File: src/rtl/mod_time_counter.sv
// Modulo-MODULUS up/down time counter with registered carry/borrow tick for chaining.
// Optional BCD output (tens/units) is enabled by defining MOD_TIME_COUNTER_BCD_EN.
module mod_time_counter #(
    parameter int MODULUS   = 60,
    parameter int WIDTH     = 7,
    parameter int RESET_VAL = 0
) (
    input  logic             clk,
    input  logic             rst,
    input  logic             tick_in,
    input  logic             up_dn,
    input  logic             clear,
    input  logic             load,
    input  logic [WIDTH-1:0] load_val,
    output logic [WIDTH-1:0] count,
    output logic             tick_out,
    output logic             at_limit,
    output logic             load_err
`ifdef MOD_TIME_COUNTER_BCD_EN
    ,
    output logic [7:0]       bcd
`endif
);

    localparam longint unsigned MAX_STATES = 64'd1 << WIDTH;
    localparam logic [WIDTH-1:0] MAX_VAL   = WIDTH'(MODULUS - 1);
    localparam logic [WIDTH-1:0] RST_COUNT = WIDTH'(RESET_VAL);
    // One extra bit so the range check stays exact when MODULUS == 2^WIDTH.
    localparam logic [WIDTH:0]   MOD_EXT   = (WIDTH+1)'(MODULUS);

    if (MODULUS < 2 || longint'(MODULUS) > longint'(MAX_STATES)) begin : g_bad_modulus
        $error("mod_time_counter: MODULUS must be in 2..2^WIDTH");
    end
    if (RESET_VAL < 0 || RESET_VAL >= MODULUS) begin : g_bad_reset_val
        $error("mod_time_counter: RESET_VAL must be below MODULUS");
    end

    logic [WIDTH-1:0] r_count_reg;
    logic [WIDTH-1:0] w_count_next;
    logic             r_tick_reg;
    logic             w_tick_next;
    logic             r_err_reg;
    logic             w_err_next;
    logic             w_load_oob;
    logic             w_at_max;
    logic             w_at_zero;

    assign w_load_oob = ({1'b0, load_val} >= MOD_EXT);
    assign w_at_max   = (r_count_reg == MAX_VAL);
    assign w_at_zero  = (r_count_reg == '0);

    // Priority: clear > load > tick > hold; a tick coinciding with load is dropped.
    always_comb begin
        w_count_next = r_count_reg;
        w_tick_next  = 1'b0;
        w_err_next   = 1'b0;
        if (clear) begin
            w_count_next = '0;
        end else if (load) begin
            if (w_load_oob) begin
                w_count_next = MAX_VAL;
                w_err_next   = 1'b1;
            end else begin
                w_count_next = load_val;
            end
        end else if (tick_in) begin
            if (up_dn) begin
                if (w_at_max) begin
                    w_count_next = '0;
                    w_tick_next  = 1'b1;
                end else begin
                    w_count_next = r_count_reg + WIDTH'(1);
                end
            end else begin
                if (w_at_zero) begin
                    w_count_next = MAX_VAL;
                    w_tick_next  = 1'b1;
                end else begin
                    w_count_next = r_count_reg - WIDTH'(1);
                end
            end
        end
    end

    always_ff @(posedge clk or posedge rst) begin
        if (rst) begin
            r_count_reg <= RST_COUNT;
            r_tick_reg  <= 1'b0;
            r_err_reg   <= 1'b0;
        end else begin
            r_count_reg <= w_count_next;
            r_tick_reg  <= w_tick_next;
            r_err_reg   <= w_err_next;
        end
    end

    assign count    = r_count_reg;
    assign tick_out = r_tick_reg;
    assign load_err = r_err_reg;
    assign at_limit = up_dn ? w_at_max : w_at_zero;

`ifdef MOD_TIME_COUNTER_BCD_EN
    if (MODULUS > 100) begin : g_bad_bcd_modulus
        $error("mod_time_counter: BCD output requires MODULUS <= 100");
    end

    function automatic logic [7:0] to_bcd(input logic [WIDTH-1:0] v);
        int unsigned t;
        t = 32'(v);
        return {4'(t / 10), 4'(t % 10)};
    endfunction

    localparam logic [7:0] RST_BCD = {4'(RESET_VAL / 10), 4'(RESET_VAL % 10)};

    logic [7:0] r_bcd_reg;

    // Encoded from the next count so bcd and count change on the same edge.
    always_ff @(posedge clk or posedge rst) begin
        if (rst) begin
            r_bcd_reg <= RST_BCD;
        end else begin
            r_bcd_reg <= to_bcd(w_count_next);
        end
    end

    assign bcd = r_bcd_reg;
`endif

endmodule

File: config.mk
export PLATFORM = sky130hd
export DESIGN_NAME = mod_time_counter
export DESIGN_NICKNAME = d
export VERILOG_FILES = /design/src/rtl/mod_time_counter.sv
export SDC_FILE = /design/constraint.sdc
export NUM_CORES = 1
export LEC_CHECK = 0
export CORE_MARGIN = 8
export CORE_UTILIZATION = 47
export DETAILED_ROUTE_END_ITERATION = 12
export GPL_ROUTABILITY_DRIVEN = 0
export MAX_ROUTING_LAYER = met4
export PLACE_DENSITY = 0.84
export SLEW_MARGIN = 30
export SYNTH_ARGS = -nofsm -noshare
export SYNTH_HDL_FRONTEND = slang
export SYNTH_SLANG_ARGS = --single-unit
File: constraint.sdc
create_clock -name clk -period 2.9 [get_ports clk]
set_input_delay 0.725 -clock clk [delete_from_list [all_inputs] [get_ports clk]]
set_output_delay 0.725 -clock clk [all_outputs]
set_load 0.03 [all_outputs]
==> metrics, run 1 <==
Initial Util=about half; number of diodes=0; Startpoint Class=primary input; Die ar.=3480 µm²; synthesized area=870 µm²; CTS-repair resized insts=0; CORE AREA=about 1700 µm²; clock-pin slew on the worst setup and hold paths=approximately 0.060 ns; initial antenna violation count=0; MaxCap Viol Count=0; kind of critical path=primary input to output pin; Synth Flop Type=dfrtp_1; Yosys warning count=0; Max rail drop VDD=about 0.28 mV; Hold WC Path Type=flop to flop; Final Instance Area=~1100 µm²; largest net degree at the start of global routing=16; drt total wl=2300 µm; Final TNS setup=0 ns; EDFF count, synth=0; fillers=between 150 and 200; Die Y=between 50 and 60 µm; switching part of the total power=between 30% and 40%; f_max=around 370 MHz; Synth area leader=dfrtp_1; final hold viol count=0; DR DRC count=0; Final min period=roughly 2.7 ns; wire per inst=approximately 15 µm; synthesized instance count=~110; post-synth top area share=about a quarter; largest cells by area after synthesis=dfrtp_1 (26%), nor2b_1 (5.0%), inv_1 (4.7%), ha_1 (4.3%), a21oi_1 (3.5%); Final Cycle Share=between 90% and 100%; Clock Sinks=9; Clock power frac=around 22%; Inserted Clock Buffers=3; placed cell area=1100 µm²; Critical Path RT=approximately 2.2 ns; Critical Path AT=~2 ns; postcts setup bufs=0; io pins=23; vias in the first global route=~860; Logic pwr share=between 40% and 50%; Die Span X=about 59 µm; Clock Path Buffers=2; clock root cell=clkbuf_4; Avg Cell Area, Syn=a little over 8 µm²; Vias=910; RSZ-0062 raised after global routing=no; Leak=0.455 nW; PD cells=395 nW/µm²; ANT nets after route=0; CTS H-tree lvls=1; Core Rows=15; post-layout util=~65%; global route hottest layer=met2; synth unique cells=51; Port Buffers=22; share of power burned in registers=approximately 36%; final max-slew violation count=0; Int Power=between 200 and 300 µW; CP endpoint kind=output pin; Switch Pwr=168 µW; CTS tree=built; fraction of layout cells with a size suffix above 1=11.7%; cts hold-fix bufs=0; first-pass GRT wire length=3980 µm; Clock Skew=0.00125 ns; Mapped Nets=between 100 and 150; area grow syn2layout=29.4%; Power Total=444 µW; Starting DRT DRC Count=40; sequential fraction of the synthesis area=around a quarter; grt total ovfl=0; Max-slew headroom=between 60% and 70%; M2 GR Usage=between 20% and 30%; Final Setup Violations=0; vias per std cell=5.95; met3 usage=under 10%; Synth Register Bits=9; Tightest Pin Transition=about 0.46 ns; Overall Global Routing Usage=~15%; grt met1 use=18.9%; post-synthesis async set-or-reset flop share=100%; status=complete, no violations; DRT Pass-1 Iters=4; dpl hpwl=1820 µm; worst skew pair latency=0.27 ns; nets@finish=about 150; Worst Path Max Fanout=4
==> registers in the layout (all words and copies together), names as in the netlist <==
register / flops
load_err: 1
tick_out: 1
count: 7
==> cells by family after synthesis <==
logic type	count (synthesis)	share of synthesized area, %
flip-flops	9	25.9
buffers and inverters	18	8.78
AO/OA/AOI/OAI	37	31.8
multiplexers	1	1.15
adder cells (fa/ha/maj)	3	4.32
XOR/XNOR	1	1.01
AND/OR/NAND/NOR	38	27.1
==> cell usage after synthesis (3+ instances only) <==
cell and count:
nor2b_1 7, o21ai_0 5, nand4_1 3, clkbuf_1 3, ha_1 3, nand2_1 3
a31oi_1 3, inv_1 11, dfrtp_1 9, nor2_1 7, a21oi_1 6
==> layout by cell type, fill, tap and decap left out, drive strengths merged, types with 2 or more instances in the layout <==
cell type      Yosys  layout
clkdlybuf4s50      0      21
nand4              3       3
a31oi              3       3
a21oi              6       6
o22ai              3       3
ha                 3       3
o211ai             2       2
o21ai              5       5
inv               11      11
clkbuf             3       4
nor2               7       7
nand3              2       2
nor3               2       2
nor2b              7       7
nand2              3       3
or2                2       2
dfrtp              9       9
buf                4       3
or3b               2       2
==> worst max-delay path, cell delays in order <==
cell	delay, ns
clkdlybuf4s50_1	0.46
or4_4	0.47
o22ai_4	0.16
buf_4	0.19
==> worst paths after layout <==
kind                       startpoint  cells past startpoint  slack (ns)        to
max                             up_dn                      4        0.17  at_limit
min                          count[6]                      1        0.64  count[6]
max reg2reg                  count[1]                      6        0.77  count[6]
min reg2reg                  count[6]                      1        0.64  count[6]
max in group asynchronous         rst                      2        1.93  count[6]
min in group asynchronous         rst                      2        0.71  count[1]
==> power groups by stage <==
| stage | sequential (mW) | combinational [mW] | clock, mW |
|---|---|---|---|
| finish | 0.161 | 0.184 | 0.0993 |
| global route | 0.164 | 0.202 | 0.110 |
| CTS | 0.160 | 0.183 | 0.101 |
| detailed placement | 0.162 | 0.182 | 0 |
| global placement | 0.162 | 0.179 | 0 |
| floorplan | 0.170 | 0.114 | 0 |
==> routing by layer <==
metal	wire length, µm	share of wire, %	vias to the layer above
met5	0	0	-
met4	42	1.8	0
met3	189	8.2	5
met2	1050	46	46
met1	1010	44	410
li1	-	-	449
==> cell type report <==
cell class	instances	area, µm²	share of cell area (%)
inverter	11	41.3	3.67
tap	25	31.3	2.78
sequential	9	225	20.0
multi-input combinational	80	568	50.5
clock buffer	4	26.3	2.34
timing repair buffer	24	233	20.7
==> metrics by stage <==
| stage | hold WS (ns) | setup slack (ns) | std cells |
|---|---|---|---|
| final | 0.636 | 0.168 | 153 |
| after CTS | 0.650 | 0.161 | 153 |
| after detailed placement | 0.637 | 0.169 | 149 |
| after floorplan | 0.553 | 0.558 | 107 |
| after global routing | 0.699 | 0.104 | 153 |
| after global placement | 0.631 | 0.197 | 149 |
Note: power is estimated with default switching activity, not from simulation.
==> run 2: changes to the inputs <==
--- a/config.mk
+++ b/config.mk
@@ -5,12 +5,13 @@
 export SDC_FILE = /design/constraint.sdc
 export NUM_CORES = 1
 export LEC_CHECK = 0
+export ABC_AREA = 1
 export CORE_MARGIN = 8
 export CORE_UTILIZATION = 47
 export DETAILED_ROUTE_END_ITERATION = 12
 export GPL_ROUTABILITY_DRIVEN = 0
 export MAX_ROUTING_LAYER = met4
-export PLACE_DENSITY = 0.84
+export PLACE_DENSITY = 0.83
 export SLEW_MARGIN = 30
 export SYNTH_ARGS = -nofsm -noshare
 export SYNTH_HDL_FRONTEND = slang
==> run 2 against run 1 <==
Effect of this change:
- core utilization is 4.0 points lower
- worst setup slack better by 0.045 ns
- clock power is 0.6% lower
==> metrics, run 2 <==
status=complete, no violations; Worst Path Max Fanout=9; Clock Skew=a little over 0.0009 ns; slowest CP cell=clkdlybuf4s50_1; largest net degree at the start of global routing=13; area grow syn2layout=27.3%; synthesized instance count=between 100 and 150; wire per inst=12.1 µm; PD cells=around 380 nW/µm²; Synth Flop Type=dfrtp_1; final worst setup slack=0.214 ns; Startpoint Class=primary input; Final Setup Violations=0; sequential fraction of the synthesis area=roughly a quarter; top cell family by delay on the critical path=buffers and inverters; Overall Global Routing Usage=around 16%; Final min period=about 2.7 ns; CP endpoint kind=output pin; post-synth top area share=between 20 and 25%; cts hold-fix bufs=0; f_max=approximately 370 MHz; EDFF count, synth=0; CORE AREA=roughly 1900 µm²; grt met1 use=between 10% and 20%; Hold WC Path Type=flop to flop; Avg Cell Area, Syn=approximately 6.1 µm²; Clock Path Buffers=2; met3 usage=2.80%; CTS tree=built; Die Y=between 50 and 60 µm; pre-CTS WS=~0.22 ns; Worst path max stage delay=roughly 0.64 ns; DR DRC count=0; Final Instance Area=around 1100 µm²; Min-Delay Endpoint=count[0]; kind of critical path=primary input to output pin; largest cells by area after synthesis=dfrtp_1 (25%), nand2_1 (24%), inv_1 (7.1%), nand3_1 (5.5%), nor2_1 (5.4%); Max rail drop VDD=0.222 mV; fraction of layout cells with a size suffix above 1=a little over 8%; final hold viol count=0; postcts setup bufs=0; Die ar.=about 3600 µm²; vias in the first global route=just over 1000; Worst Path Buf+Inv=3; first-pass GRT wire length=between 4000 and 5000 µm; number of diodes=0; synthesized area=~900 µm²; Core Rows=16; Die Span X=roughly 60 µm; Mapped Nets=roughly 160; clock-pin slew on the worst setup and hold paths=roughly 0.06 ns; Final Cycle Share=just over 90%; fin cells=196; Starting DRT DRC Count=27; Critical Path AT=1.96 ns; WHS Path Cells=2; drt total wl=roughly 2400 µm; worst skew pair latency=0.26 ns; top post-synthesis cells by count=nand2_1 (57), inv_1 (17), nor2_1 (13); Inserted Clock Buffers=3; vias per std cell=~5.2; Initial Util=48.0%; RSZ-0062 raised after global routing=no; Tightest Pin Transition=roughly 0.48 ns; commonest non-fill, non-tap cells in the layout=nand2_1 (57), clkdlybuf4s50_1 (21), inv_1 (17); HP Start=count[0]; R2R Path Start=count[0]; CTS H-tree lvls=1; Vias=1025; R2R cell count=7; DRT Pass-1 Iters=4; MaxCap Viol Count=0; nets@finish=186; Max-slew headroom=68.1%; Final TNS setup=0 ns; Synth area leader=dfrtp_1; grt total ovfl=0; clock root cell=clkbuf_4; post-layout util=between 60% and 70%; worst path cell trace=clkdlybuf4s50_1 > inv_1 > nand4_2 > nand2_2 > buf_4; Critical Path RT=between 2 and 2.5 ns; Leak=between 0.5 and 0.6 nW; max FFs per register=7; final max-slew violation count=0; placed cell area=between 1000 and 1500 µm²; ANT nets after route=0; commonest non-fill, non-tap cell in the layout=nand2_1; io pins=23; synth unique cells=23; cell with the most instances after synthesis=nand2_1; dpl hpwl=around 1900 µm; post-synthesis async set-or-reset flop share=100%; initial antenna violation count=0; r2r endpoint=count[2]; CTS-repair resized insts=0; global route hottest layer=met2; Port Buffers=22; Synth Register Bits=9; Clock Sinks=9; DP Cell Count=192; R2R Setup Slk=between 1 and 1.5 ns; M2 GR Usage=25.5%; Yosys warning count=0
==> run 2: cell count changes in the layout (fill, tap and decap cells not counted), sizes merged, moves of 3 or more <==
| cell | before | now |
|---|---|---|
| inv | 11 | 19 |
| nand3 | 2 | 11 |
| nand4 | 3 | 7 |
| o21ai | 5 | 8 |
| nor2b | 7 | 0 |
| o22ai | 3 | 0 |
| nand2 | 3 | 58 |
| nor2 | 7 | 15 |
==> run 2: how the worst max path moves through the flow <==
stage | startpoint | endpoint | depth (start not counted)
floorplan | up_dn | at_limit | 4
global placement | up_dn | at_limit | 5
detailed placement | up_dn | at_limit | 5
CTS | up_dn | at_limit | 5
global route | up_dn | at_limit | 5
finish | up_dn | at_limit | 5
==> run 2: cell type report <==
type                            instances  area [µm²]
Fill cell                             188         732
Multi-Input combinational cell        115         576
Sequential cell                         9         225
Timing Repair Buffer                   22         218
Inverter                               19        71.3
Tap cell                               27        33.8
Clock buffer                            4        26.3
==> run 2: cell families after synthesis <==
family | share of synthesized area (%)
adder cells (fa/ha/maj) | 4.16
AND/OR/NAND/NOR | 50.3
AO/OA/AOI/OAI | 7.34
flip-flops | 24.9
buffers and inverters | 11.4
XOR/XNOR | 1.94
==> run 2: worst reg2reg max path, cell delays in order, from the launching register on <==
cell	delay, ns
dfrtp_1	0.44
inv_1	0.22
ha_1	0.25
nand4_1	0.22
a21oi_1	0.19
o21ai_1	0.08
nand2_1	0.08
nand2_1	0.05
==> run 2: where the power goes <==
group	leakage (nW)	switching [mW]	internal (mW)
registers	0.117	0.0218	0.135
clock network	0.0150	0.0455	0.0531
logic	0.449	0.108	0.0723
==> run 2: routing by layer <==
| layer | share of wire (%) | vias to the layer above |
|---|---|---|
| met3 | 4.9 | 10 |
| met5 | 0 | - |
| met1 | 44 | 460 |
| met4 | 3.8 | 0 |
| met2 | 48 | 39 |
| li1 | - | 516 |
==> run 2: stage by stage <==
stage | hold slack (ns) | power (mW)
global route | 0.673 | 0.469
CTS | 0.633 | 0.436
finish | 0.628 | 0.436
detailed placement | 0.616 | 0.338
floorplan | 0.553 | 0.276
global placement | 0.600 | 0.333
